## config.mk

```make
export PLATFORM = sky130hd
export DESIGN_NAME = multicycle_sequencer_flat
export DESIGN_NICKNAME = d
export VERILOG_FILES = /design/src/rtl/cpu_seq_pkg.sv /design/src/rtl/multicycle_sequencer_if.sv /design/src/rtl/seq_wait_timer.sv /design/src/rtl/multicycle_sequencer.sv /design/src/flat_wrapper.sv
export SDC_FILE = /design/constraint.sdc
export NUM_CORES = 1
export LEC_CHECK = 0
export CAP_MARGIN = 20
export CORE_MARGIN = 2
export CORE_UTILIZATION = 44
export CTS_CLUSTER_SIZE = 8
export DETAILED_ROUTE_END_ITERATION = 8
export GPL_ROUTABILITY_DRIVEN = 0
export PLACE_DENSITY = 0.82
export SLEW_MARGIN = 20
export SYNTH_ARGS = -nofsm -noshare
export SYNTH_HDL_FRONTEND = slang
export SYNTH_SLANG_ARGS = --single-unit
```

## constraint.sdc

```tcl
create_clock -name clk -period 1.88 [get_ports clk]
set_input_delay 0.376 -clock clk [delete_from_list [all_inputs] [get_ports clk]]
set_output_delay 0.376 -clock clk [all_outputs]
set_load 0.02 [all_outputs]
```

## src/rtl/cpu_seq_pkg.sv

```systemverilog
// Shared state encoding and defaults for the multi-cycle RV32I sequencer.
// Pure definitions: no latency, no handshake.
package cpu_seq_pkg;

  localparam int SEQ_STATE_W     = 3;
  localparam int DEF_MEM_TIMEOUT = 15;

  typedef enum logic [SEQ_STATE_W-1:0] {
    IDLE   = 3'd0,
    FETCH  = 3'd1,
    DECODE = 3'd2,
    EXEC   = 3'd3,
    MEM    = 3'd4,
    WB     = 3'd5,
    HALT   = 3'd6,
    ERROR  = 3'd7
  } seq_state_e;

endpackage

```

## src/rtl/multicycle_sequencer_if.sv

```systemverilog
// Decoder/datapath/memory signals of the sequencer, bundled for one port.
// master = sequencer side, slave = datapath, decoder and memory side.
interface multicycle_sequencer_if #(
  parameter int CNT_W = 32
);
  import cpu_seq_pkg::*;

  logic                   run_en;
  logic                   reg_write_dec;
  logic                   dm_write_dec;
  logic                   is_load_dec;
  logic                   hlt_dec;
  logic                   imem_ready;
  logic                   dmem_ready;
  logic                   imem_req;
  logic                   dmem_req;
  logic                   dmem_we;
  logic                   ir_we;
  logic                   pc_we;
  logic                   rf_we;
  logic [SEQ_STATE_W-1:0] state;
  logic                   halted;
  logic                   bus_error;
  logic [CNT_W-1:0]       instret;

  modport master (
    input  run_en, reg_write_dec, dm_write_dec, is_load_dec, hlt_dec,
           imem_ready, dmem_ready,
    output imem_req, dmem_req, dmem_we, ir_we, pc_we, rf_we,
           state, halted, bus_error, instret
  );

  modport slave (
    output run_en, reg_write_dec, dm_write_dec, is_load_dec, hlt_dec,
           imem_ready, dmem_ready,
    input  imem_req, dmem_req, dmem_we, ir_we, pc_we, rf_we,
           state, halted, bus_error, instret
  );

endinterface

```

## src/rtl/seq_wait_timer.sv

```systemverilog
// Wait-state counter shared by fetch and data accesses; timeout is combinational
// in the cycle the count sits at MEM_TIMEOUT with ready low (ready that cycle wins).
module seq_wait_timer
  import cpu_seq_pkg::*;
#(
  parameter int MEM_TIMEOUT = DEF_MEM_TIMEOUT
) (
  input  logic clk,
  input  logic rst_n,
  input  logic clear,
  input  logic busy,
  input  logic ready,
  output logic timeout
);

  localparam int            CW    = (MEM_TIMEOUT > 1) ? $clog2(MEM_TIMEOUT + 1) : 1;
  localparam logic [CW-1:0] LIMIT = CW'(MEM_TIMEOUT);

  logic [CW-1:0] cnt_q;
  logic          at_limit;
  logic          stalled;

  assign at_limit = (cnt_q == LIMIT);
  assign stalled  = busy && !ready;

  always_ff @(posedge clk or negedge rst_n) begin
    if (!rst_n) begin
      cnt_q <= '0;
    end else if (clear) begin
      cnt_q <= '0;
    end else if (stalled && !at_limit) begin
      cnt_q <= cnt_q + CW'(1);
    end
  end

  // A zero limit keeps the counter parked at zero and never fires.
  assign timeout = (MEM_TIMEOUT != 0) && stalled && at_limit;

endmodule

```

## src/rtl/multicycle_sequencer.sv

```systemverilog
// FETCH/DECODE/EXEC/MEM/WB control FSM; registered state, strobes combinational.
// Fetch and data requests are held until their ready, bounded by the wait timer.
module multicycle_sequencer
  import cpu_seq_pkg::*;
#(
  parameter int MEM_TIMEOUT = DEF_MEM_TIMEOUT,
  parameter int CNT_W       = 32
) (
  input  logic                   clk,
  input  logic                   rst_n,
  multicycle_sequencer_if.master bus
);

  seq_state_e       state_q;
  seq_state_e       state_d;
  logic             ir_we;
  logic             pc_we;
  logic             rf_we;
  logic             imem_req;
  logic             dmem_req;
  logic             dmem_we;
  logic             timer_clear;
  logic             timer_busy;
  logic             timer_ready;
  logic             timeout;
  logic [CNT_W-1:0] instret_q;
  seq_state_e       boundary_next;

  // Where an instruction goes once it has retired.
  assign boundary_next = bus.run_en ? FETCH : IDLE;

  always_ff @(posedge clk or negedge rst_n) begin
    if (!rst_n) begin
      state_q <= IDLE;
    end else begin
      state_q <= state_d;
    end
  end

  always_comb begin
    state_d  = state_q;
    ir_we    = 1'b0;
    pc_we    = 1'b0;
    rf_we    = 1'b0;
    imem_req = 1'b0;
    dmem_req = 1'b0;
    dmem_we  = 1'b0;
    case (state_q)
      IDLE: begin
        if (bus.run_en) state_d = FETCH;
      end
      FETCH: begin
        imem_req = 1'b1;
        if (bus.imem_ready) begin
          ir_we   = 1'b1;
          state_d = DECODE;
        end else if (timeout) begin
          state_d = ERROR;
        end
      end
      DECODE: begin
        state_d = bus.hlt_dec ? HALT : EXEC;
      end
      EXEC: begin
        if (bus.is_load_dec || bus.dm_write_dec) begin
          state_d = MEM;
        end else if (bus.reg_write_dec) begin
          state_d = WB;
        end else begin
          pc_we   = 1'b1;
          state_d = boundary_next;
        end
      end
      MEM: begin
        dmem_req = 1'b1;
        dmem_we  = bus.dm_write_dec;
        if (bus.dmem_ready) begin
          // A store flag overrides a load flag: no writeback.
          if (bus.dm_write_dec) begin
            pc_we   = 1'b1;
            state_d = boundary_next;
          end else begin
            state_d = WB;
          end
        end else if (timeout) begin
          state_d = ERROR;
        end
      end
      WB: begin
        rf_we   = 1'b1;
        pc_we   = 1'b1;
        state_d = boundary_next;
      end
      HALT:    state_d = HALT;
      ERROR:   state_d = ERROR;
      default: state_d = IDLE;
    endcase
  end

  // Restart the wait count on every entry into a request state.
  assign timer_clear = ((state_d == FETCH) && (state_q != FETCH)) ||
                       ((state_d == MEM)   && (state_q != MEM));
  assign timer_busy  = imem_req || dmem_req;
  assign timer_ready = (imem_req && bus.imem_ready) || (dmem_req && bus.dmem_ready);

  seq_wait_timer #(
    .MEM_TIMEOUT (MEM_TIMEOUT)
  ) u_wait_timer (
    .clk     (clk),
    .rst_n   (rst_n),
    .clear   (timer_clear),
    .busy    (timer_busy),
    .ready   (timer_ready),
    .timeout (timeout)
  );

  always_ff @(posedge clk or negedge rst_n) begin
    if (!rst_n) begin
      instret_q <= '0;
    end else if (pc_we) begin
      instret_q <= instret_q + CNT_W'(1);
    end
  end

  assign bus.imem_req  = imem_req;
  assign bus.dmem_req  = dmem_req;
  assign bus.dmem_we   = dmem_we;
  assign bus.ir_we     = ir_we;
  assign bus.pc_we     = pc_we;
  assign bus.rf_we     = rf_we;
  assign bus.state     = state_q;
  assign bus.halted    = (state_q == HALT);
  assign bus.bus_error = (state_q == ERROR);
  assign bus.instret   = instret_q;

endmodule

```

## src/flat_wrapper.sv

```systemverilog
// flat-port wrapper written by rule: the top's interface ports become plain ports
module multicycle_sequencer_flat import cpu_seq_pkg::*;
#(
  parameter int MEM_TIMEOUT = DEF_MEM_TIMEOUT,
  parameter int CNT_W       = 32
)
  (clk, rst_n, bus_run_en, bus_reg_write_dec, bus_dm_write_dec, bus_is_load_dec, bus_hlt_dec, bus_imem_ready, bus_dmem_ready, bus_imem_req, bus_dmem_req, bus_dmem_we, bus_ir_we, bus_pc_we, bus_rf_we, bus_state, bus_halted, bus_bus_error, bus_instret);
  multicycle_sequencer_if #(.CNT_W(CNT_W)) bus_i ();
  input  logic clk;
  input  logic rst_n;
  input wire logic [$bits(bus_i.run_en)-1:0] bus_run_en;
  input wire logic [$bits(bus_i.reg_write_dec)-1:0] bus_reg_write_dec;
  input wire logic [$bits(bus_i.dm_write_dec)-1:0] bus_dm_write_dec;
  input wire logic [$bits(bus_i.is_load_dec)-1:0] bus_is_load_dec;
  input wire logic [$bits(bus_i.hlt_dec)-1:0] bus_hlt_dec;
  input wire logic [$bits(bus_i.imem_ready)-1:0] bus_imem_ready;
  input wire logic [$bits(bus_i.dmem_ready)-1:0] bus_dmem_ready;
  output wire logic [$bits(bus_i.imem_req)-1:0] bus_imem_req;
  output wire logic [$bits(bus_i.dmem_req)-1:0] bus_dmem_req;
  output wire logic [$bits(bus_i.dmem_we)-1:0] bus_dmem_we;
  output wire logic [$bits(bus_i.ir_we)-1:0] bus_ir_we;
  output wire logic [$bits(bus_i.pc_we)-1:0] bus_pc_we;
  output wire logic [$bits(bus_i.rf_we)-1:0] bus_rf_we;
  output wire logic [$bits(bus_i.state)-1:0] bus_state;
  output wire logic [$bits(bus_i.halted)-1:0] bus_halted;
  output wire logic [$bits(bus_i.bus_error)-1:0] bus_bus_error;
  output wire logic [$bits(bus_i.instret)-1:0] bus_instret;
  assign bus_i.run_en = bus_run_en;
  assign bus_i.reg_write_dec = bus_reg_write_dec;
  assign bus_i.dm_write_dec = bus_dm_write_dec;
  assign bus_i.is_load_dec = bus_is_load_dec;
  assign bus_i.hlt_dec = bus_hlt_dec;
  assign bus_i.imem_ready = bus_imem_ready;
  assign bus_i.dmem_ready = bus_dmem_ready;
  assign bus_imem_req = bus_i.imem_req;
  assign bus_dmem_req = bus_i.dmem_req;
  assign bus_dmem_we = bus_i.dmem_we;
  assign bus_ir_we = bus_i.ir_we;
  assign bus_pc_we = bus_i.pc_we;
  assign bus_rf_we = bus_i.rf_we;
  assign bus_state = bus_i.state;
  assign bus_halted = bus_i.halted;
  assign bus_bus_error = bus_i.bus_error;
  assign bus_instret = bus_i.instret;
  multicycle_sequencer #(.MEM_TIMEOUT(MEM_TIMEOUT), .CNT_W(CNT_W)) u_core (.clk(clk), .rst_n(rst_n), .bus(bus_i));
endmodule
```

Yosys cells after proc, flatten, opt, wreduce, memory -nomap -nowiden:

Index checks and enable logic that the tools add are counted.

* register bits after elaboration: 39
* input port bits: 9
* output and inout port bits: 43
* word-level logic and storage cells: 55

* add/subtract/negate cells: 2
* equal/unequal tests: 12
* muxes and demuxes: 23
* reduce and logical (&&, ||, !) cells: 15

Operators by type and width (count)
* 32-bit by 1-bit adder with 32-bit output (second input constant): 1
* 3-bit two-way mux: 8
* 3-bit one-hot mux with 8 select lines: 1
* 3-bit equality test (second input constant): 5
* 1-bit two-way mux: 11
* 4-bit two-way mux: 2
* 1-bit logical AND: 7
* 3-bit by 1-bit equality test with 1-bit output (second input constant): 2
* 3-bit by 2-bit equality test with 1-bit output (second input constant): 2
* 4-bit by 1-bit adder with 4-bit output (second input constant): 1
* 4-bit equality test (second input constant): 1
* 1-bit logical OR: 4
* 3-bit zero test: 1
* 3-bit by 1-bit inequality test with 1-bit output (second input constant): 1
* 3-bit inequality test (second input constant): 1
* 1-bit one-hot mux with 3 select lines: 1
* 1-bit zero test: 2
* 2-bit nonzero test: 1

Longest topological paths before layout:

Gate-level depths: netlist of the first run.

* depth after elaboration: 14
* mapped depth: 7
* gate-level depth less buffers: 6

Modules after synthesis:

A second synthesis of the first run with hierarchy kept.

* cell total of the unflattened synthesis: 202
* area, all modules: 2123.3 µm²

Modules (own cells, without submodules)
* multicycle_sequencer: instances 1, cells each 178, area an instance 1874.3 µm², seq. area each 875.8 µm²
* seq_wait_timer: instances 1, cells each 24, area an instance 249.0 µm², seq. area each 100.1 µm²

Worst setup path after synthesis of the first run:

OpenSTA, ideal clock, no wires.

* kind: reg-to-reg
* start point: reg u_core.state_q[1] (netlist: u_core.bus.state[1])
* end point: reg u_core.u_wait_timer.cnt_q[0]
* setup time: 0.136 ns
* data arrival time: 2.121 ns
* data required time: 1.744 ns
* slack: -0.377 ns
* stages on the path, launching flop included: 7
* path buffers: 1
* period minus slack after synthesis: 2.257 ns
* cell sequence: dfrtp_1 buf_2 nor3b_1 o221a_2 a211oi_1 nor4b_2 nor3_1

* word-level cells in the longest chain between the ends: 14
* elaborated cells between the ends (all ways): 32
* those cells by class: 11 x eq/ne; 8 x mux; 13 x reduce/logical

RTL lines
* start, declared: line multicycle_sequencer.sv:14 `seq_state_e state_q;`
* start signal, assigned: line multicycle_sequencer.sv:36 `state_q <= state_d;`
* 3-bit equality test *: line multicycle_sequencer.sv:48 `case (state_q)`
* 1-bit two-way mux *: line multicycle_sequencer.sv:48
* via bus_dmem_req: line flat_wrapper.sv:19 `output wire logic [$bits(bus_i.dmem_req)-1:0] bus_dmem_req;`
* 1-bit logical AND: line multicycle_sequencer.sv:104 `assign timer_ready = (imem_req && bus.imem_ready) || (dmem_req && bus.dmem_ready);`
* 1-bit logical OR: line multicycle_sequencer.sv:104
* 1-bit zero test: line seq_wait_timer.sv:24 `assign stalled = busy && !ready;`
* 1-bit logical AND *: line seq_wait_timer.sv:24
* 1-bit logical AND: line seq_wait_timer.sv:37 `assign timeout = (MEM_TIMEOUT != 0) && stalled && at_limit;`
* 3-bit two-way mux: line multicycle_sequencer.sv:57, multicycle_sequencer.sv:85
* 3-bit two-way mux, on equally long branches: line multicycle_sequencer.sv:77, multicycle_sequencer.sv:54
* 3-bit one-hot mux with 8 select lines: line multicycle_sequencer.sv:48
* 3-bit by 1-bit equality test with 1-bit output or 3-bit equality test (tied branches): line multicycle_sequencer.sv:101, multicycle_sequencer.sv:102
* 1-bit logical AND, on equally long branches: line multicycle_sequencer.sv:101, multicycle_sequencer.sv:102
* 1-bit logical OR: line multicycle_sequencer.sv:101 `assign timer_clear = ((state_d == FETCH) && (state_q != FETCH)) ||`
* 4-bit two-way mux or 2-bit nonzero test (tied branches)
* end signal, assigned: line seq_wait_timer.sv:32 `cnt_q <= cnt_q + CW'(1);`
* end, declared: line seq_wait_timer.sv:19 `logic [CW-1:0] cnt_q;`

Mark *: on every way through the listed nets, which the timed path passes. The rest lies on a longest branch.
A chain may end at the register's enable or synchronous reset.

Worst setup path in the final report of the first run:

* start point: reg u_core.u_wait_timer.cnt_q[0]
* end point: reg u_core.u_wait_timer.cnt_q[0]

* word-level cells in the longest chain between the ends: 9
* elaborated cells between the ends (all ways): 17
* those cells by class: 1 x add/sub; 3 x eq/ne; 6 x mux; 7 x reduce/logical

RTL lines
* 4-bit equality test: line seq_wait_timer.sv:23 `assign at_limit = (cnt_q == LIMIT);`
* 1-bit logical AND: line seq_wait_timer.sv:37
* 3-bit two-way mux: line multicycle_sequencer.sv:57, multicycle_sequencer.sv:85
* 3-bit two-way mux, on equally long branches: line multicycle_sequencer.sv:77, multicycle_sequencer.sv:54
* 3-bit one-hot mux with 8 select lines: line multicycle_sequencer.sv:48
* 3-bit by 1-bit equality test with 1-bit output or 3-bit equality test (tied branches): line multicycle_sequencer.sv:101, multicycle_sequencer.sv:102
* 1-bit logical AND, on equally long branches: line multicycle_sequencer.sv:101, multicycle_sequencer.sv:102
* 1-bit logical OR: line multicycle_sequencer.sv:101
* 4-bit two-way mux or 2-bit nonzero test (tied branches)

Several ways; a longest one is shown, not always the timed one. The select of a mux whose other input is x is not followed.

==> results.md, run 1 <==
* Total iterations of the first detailed-routing run at 4
* Max Transition Viols Final at 0
* Setup ws final at -0.0291 ns
* Largest net degree at the start of global routing at 22
* Yosys cell types at 38
* Area contributors post-synth: dfrtp_1, xnor2_1, xor2_1
* # rows at 24
* H-tree lvl count at 2
* F_max at 524 MHz
* Ports at 52
* CTS tree: built
* Post-route DRC at 0
* Top_reg_cell synth: dfrtp_1
* WL per Instance at 16.0 um
* Max VDD drop at 0.000791 V
* Buffers on Ports at 51
* Post-synth EDFFs at 0
* CP dominant cell by count: buf_4
* Crit path capture type: flop
* Die H at 72.3 um
* Avg Inst Size Synth at 10.4 sq um
* Synthesized area at 2050 sq um
* GRT Total Usage at 20.3%
* Period utilization at 102%
* Leak pwr at 1.44 nW
* Final instance area at 3130 sq um
* Slew headroom at 70.4%
* Via/cell ratio at 5.50
* CTS buffer count at 5
* Routed wire length at 5.40 mm
* P&R area growth vs syn at 52.7%
* CTS hold repair buffers at 0
* Fraction of layout cells with a size suffix above 1 at 27.6%
* DR iter-0 viols at 107
* Status: finished with violations
* Commonest cells post-synth: dfrtp_1, xnor2_1, nand2_1, xor2_1
* Initial antenna violation count at 0
* Power, Total at 3.45 mW
* WP data required at 2.06 ns
* WS Path Type: reg2reg
* Number of max-cap violations at 0
* Global route overflow at 0
* Hold WS at 0.0176 ns
* Antenna cells at 0
* Die width at 72.3 um
* Clk pin slew, worst setup/hold paths at 0.07 ns
* Biggest area consumer among synthesized cells: dfrtp_1
* ANT nets after route at 0
* Syn nets at 209
* Yosys top cell area share at 47.6%
* Critical Path AT at 2.09 ns
* Ys Warns at 0
* Startpoint types: flop
* Post-route insts no fill at 338
* Slew @ Worst Pin at 0.443 ns
* Maximum fanout along the worst path at 4
* Register area share after synthesis at 47.6%
* Clock buffer depth at 2
* Vias at 1,858
* Vias in the first global route at 1,822
* DP HPWL at 3.62 mm
* Final setup skew at 0.00467 ns
* Most frequent cell after synthesis: dfrtp_1
* CP top delay family: simple AND/OR/NAND/NOR gates
* Mapped Cells at 198
* Power per cell area at 1100 nW/um^2
* Final net count at 296
* Global-route wire length before repair at 8.29 mm
* Initial cell density of the core at 46.5%
* Setup TNS at -0.0899 ns
* Violated checks: negative setup slack
* Post-synthesis async set-or-reset flop share at 100%
* Floorplan core area at 4410 sq um
* CP bufs+invs at 2
* Root buffer cell: clkbuf_8
* Placed cell area at 2860 sq um
* RSZ-0062 raised after global routing: yes
* Die area at 5220 sq um
* Final Critical Period at 1.91 ns
* Setup WS pre-CTS at -0.574 ns
* Hold Path Class: in2async
* CP max stage delay at 0.40 ns
* Slowest-stage cell, CP: dfrtp_1
* Fin. Hold Viols at 0
* Setup Viol. Count Final at 4
* Cells after DPL at 326
* Clock sinks at 39
* Clock latency on the worst-skew pair at 0.29 ns
* Layout Utilization at 70.9%
* Crit-path cells: ha_2 -> and3_4 -> buf_4 -> o22a_1 -> nor2_2 -> nor4b_4 -> buf_4 -> nor3_4
* Flops & latches, synth at 39
[cells in the final DEF (no fill, tap or decap), types with 5 or more instances in the layout]
master	synthesis	routed
xor2_1	15	15
nand4_1	5	5
xnor2_1	18	18
nor2_1	13	11
and3_1	10	9
dlygate4sd2_1	0	5
dfrtp_1	39	38
nor3_2	0	9
nand3_1	13	12
buf_4	0	29
nand2_1	15	15
nand2b_1	7	7
clkbuf_8	0	5
clkdlybuf4s50_1	0	38
[sequential cells by signal (all words and copies together), names as in the netlist]
register,cells
u_core.bus.instret,32
u_core.bus.state,3
u_core.u_wait_timer.cnt_q,4
[worst paths after layout]
kind,end,startpoint,depth (start not counted),slack (ns)
setup / recovery,u_core.u_wait_timer.cnt_q[0],u_core.u_wait_timer.cnt_q[0],8,-0.03
hold / removal,u_core.bus.instret[22],rst_n,1,0.02
setup reg to reg,u_core.u_wait_timer.cnt_q[0],u_core.u_wait_timer.cnt_q[0],8,-0.03
hold reg to reg,u_core.bus.instret[31],u_core.bus.instret[31],1,0.47
max in group asynchronous,u_core.bus.state[1],rst_n,2,1.39
min in group clk,u_core.bus.instret[31],u_core.bus.instret[31],1,0.47
[power by group]
part | switching [mW] | leakage (nW) | internal [mW] | total (mW)
Sequential | 0.102 | 0.524 | 0.939 | 1.04
Combinational | 0.948 | 0.876 | 0.917 | 1.87
Clock | 0.287 | 0.0422 | 0.260 | 0.547
Total | 1.34 | 1.44 | 2.12 | 3.45
[kinds of logic after synthesis]
family	Yosys count	synth area share, %
AOI/OAI and AO/OA	16	5.80
xor gates and xnor gates	33	14.1
and+or+nand+nor	98	27.9
DFF	39	47.6
buffers and inverters	7	1.83
adders and majority gates	2	1.22
muxes	3	1.53
[what timing repair did]
item	4_1_cts	5_1_grt
pin swaps	5	7
setup endpoints to repair	38	12
setup buffers	2	2
gates resized for setup	47	21
[metal layers]
layer	wire, um	track usage (%)	up-vias
met1	2260	25.7	931
met3	208	5.28	9
met4	65	5.03	0
li1	-	-	878
met2	2870	34.8	40
met5	0	0	-
[cell type report]
| type | instances | area (sq um) |
|---|---|---|
| tap | 52 | 65.1 |
| timing repair buffer | 85 | 781 |
| inverter | 2 | 7.51 |
| clock buffer | 7 | 76.3 |
| multi-input combinational | 152 | 1220 |
| clock inverter | 1 | 5.00 |
| sequential | 39 | 977 |
| fill | 322 | 1280 |
Power figures use the tool's default switching activity.
==> inputs of run 2 (changes only) <==
ABC_AREA = 0   (was default)
GPL_TIMING_DRIVEN = 0   (was default)
==> run 2 against run 1 <==
The flow still finishes with violations (negative setup slack). Count of clock-buffer cells in the layout fell by 1. Die area did not move. Power rose by 3.6%. Clock power rose by 32%. Global-route usage fell by 0.39 points. Non-clock buffer count fell by 9. Sequential power barely moved. Critical endpoint is now bus_pc_we.
==> results.md, run 2 (synthesis gave the netlist of run 1 again) <==
* Slew @ Worst Pin at 0.373 ns
* WL per Instance at 17.0 um
* Setup TNS at -0.557 ns
* Switching Fraction at 37.2%
* Maximum fanout along the worst path at 5
* Int Power at 2.25 mW
* Most common cell after layout, fill and taps aside: clkdlybuf4s50_1
* Most frequent cells in the layout: clkdlybuf4s50_1, dfrtp_1, buf_4, xnor2_1
* Clk pin slew, worst setup/hold paths at 0.08 ns
* Period utilization at 105%
* Layout Utilization at 71.0%
* Global route overflow at 0
* Global-route wire length before repair at 8.02 mm
* FF/Latch Area at 976 sq um
* Setup WS pre-CTS at -0.806 ns
* Setup Viol. Count Final at 11
* Number of max-cap violations at 0
* Critical Path AT at 1.60 ns
* Final net count at 287
* Largest net degree at the start of global routing at 30
* Ports at 52
* Root buffer cell: clkbuf_8
* Crit path capture type: primary output
* Fin. Hold Viols at 0
* Hold Path Class: in2async
* Post-route DRC at 0
* Psw at 1.33 mW
* Clock buffer depth at 2
* Max VDD drop at 0.000746 V
* Total iterations of the first detailed-routing run at 4
* Antenna cells at 0
* Die width at 72.3 um
* RSZ-0062 raised after global routing: yes
* Violated checks: negative setup slack
* Clock share of power at 20.2%
* Clock latency on the worst-skew pair at 0.30 ns
* Placed cell area at 2660 sq um
* Routed wire length at 5.59 mm
* Floorplan core area at 4410 sq um
* GRT Total Usage at 19.9%
* Max Transition Viols Final at 0
* CTS buffer count at 5
* Fraction of layout cells with a size suffix above 1 at 28.5%
* Status: finished with violations
* Area of the multi-input gates at 1260 sq um
* Final setup skew at 0.0105 ns
* Max reg flops at 32
* Power, Total at 3.58 mW
* Vias in the first global route at 1,692
* ANT nets after route at 0
* H-tree lvl count at 2
* Via/cell ratio at 5.57
* Slew headroom at 75.0%
* Die H at 72.3 um
* Startpoint types: flop
* Setup ws final at -0.0950 ns
* Flop pwr share at 29.5%
* Clock sinks at 39
* Leak pwr at 1.42 nW
* Filler Cell Count at 302
* DP HPWL at 3.23 mm
* Initial cell density of the core at 46.5%
* Gate power share at 50.3%
* Initial antenna violation count at 0
* Vias at 1,832
* Buffers on Ports at 51
* WS Path Type: reg2out
* Final instance area at 3130 sq um
* CTS tree: built
* WP data required at 1.50 ns
* Final Critical Period at 1.98 ns
* F_max at 506 MHz
* Power per cell area at 1140 nW/um^2
* # rows at 24
* Die area at 5220 sq um
* DR iter-0 viols at 106
* P&R area growth vs syn at 52.8%
run 2: cell count changes in the layout (fill, tap and decap cells not counted), sizes merged:
cell / change
buf: -9
bufinv: +1
clkbuf: +2
clkdlybuf4s15: -2
clkdlybuf4s50: +2
dlygate4sd2: -4
dlygate4sd3: +1
run 2: critical path, cell delays in order (launching register included):
cell and delay, ns:
dfrtp_1 0.39, buf_6 0.13, nand3b_1 0.22, o32ai_4 0.28
buf_6 0.17, buf_6 0.11
run 2: layout make-up:
| class | instances | area share, % |
|---|---|---|
| Clock buffer | 6 | 2.64 |
| Multi-Input combinational cell | 152 | 40.3 |
| Clock inverter | 2 | 1.12 |
| Timing Repair Buffer | 72 | 21.2 |
| Inverter | 2 | 0.240 |
| Buffer | 4 | 1.32 |
| Sequential cell | 39 | 31.2 |
| Tap cell | 52 | 2.08 |
run 2: final timing paths:
check	end	from	cells after the start	slack, ns
setup / recovery	bus_pc_we	u_core.bus.state[2]	5	-0.1
hold / removal	u_core.bus.instret[31]	rst_n	2	0.46
setup reg to reg	u_core.bus.instret[11]	u_core.bus.state[2]	8	-0.08
hold reg to reg	u_core.bus.instret[31]	u_core.bus.instret[31]	1	0.48
max in group asynchronous	u_core.bus.instret[10]	rst_n	3	0.98
min in group clk	u_core.bus.instret[31]	u_core.bus.instret[31]	1	0.48
run 2: repair_timing:
action	CTS	global route
resized for setup	52	36
buffers inserted	12	7
setup endpoints to repair	36	38
pin swaps	13	7
hold endpoints to repair	10	0
hold buffers	1	0
run 2: layer usage:
| layer | part of all wire (%) | routed length, um | vias to the layer above | track usage (%) |
|---|---|---|---|---|
| met5 | 0 | 0 | - | 0 |
| met4 | 2.6 | 145 | 0 | 8.81 |
| met1 | 40 | 2250 | 895 | 25.9 |
| met3 | 5.7 | 316 | 18 | 4.17 |
| li1 | - | - | 856 | - |
| met2 | 52 | 2880 | 63 | 32.1 |
run 2: stage by stage:
stage | cells | hold WS (ns)
finish | 329 | 0.460
global route | 329 | 0.496
CTS | 323 | 0.472
detailed placement | 302 | 0.259
global placement | 301 | 0.456
floorplan | 198 | 0.0804
run 2: power by group through the flow:
stage | logic [mW] | clock network (mW) | registers [mW]
2_1_floorplan | 0.669 | 0 | 1.17
3_3_place_gp | 1.18 | 0 | 1.10
3_5_place_dp | 1.20 | 0 | 1.10
4_1_cts | 1.51 | 0.728 | 1.06
5_1_grt | 1.90 | 0.754 | 1.07
6_report | 1.80 | 0.722 | 1.06
==> inputs of run 3 (changes only) <==
CTS_CLUSTER_SIZE = default   (was 8)
==> results of run 3 <==
Final layout, timing and power as in run 2 (identical DEF).
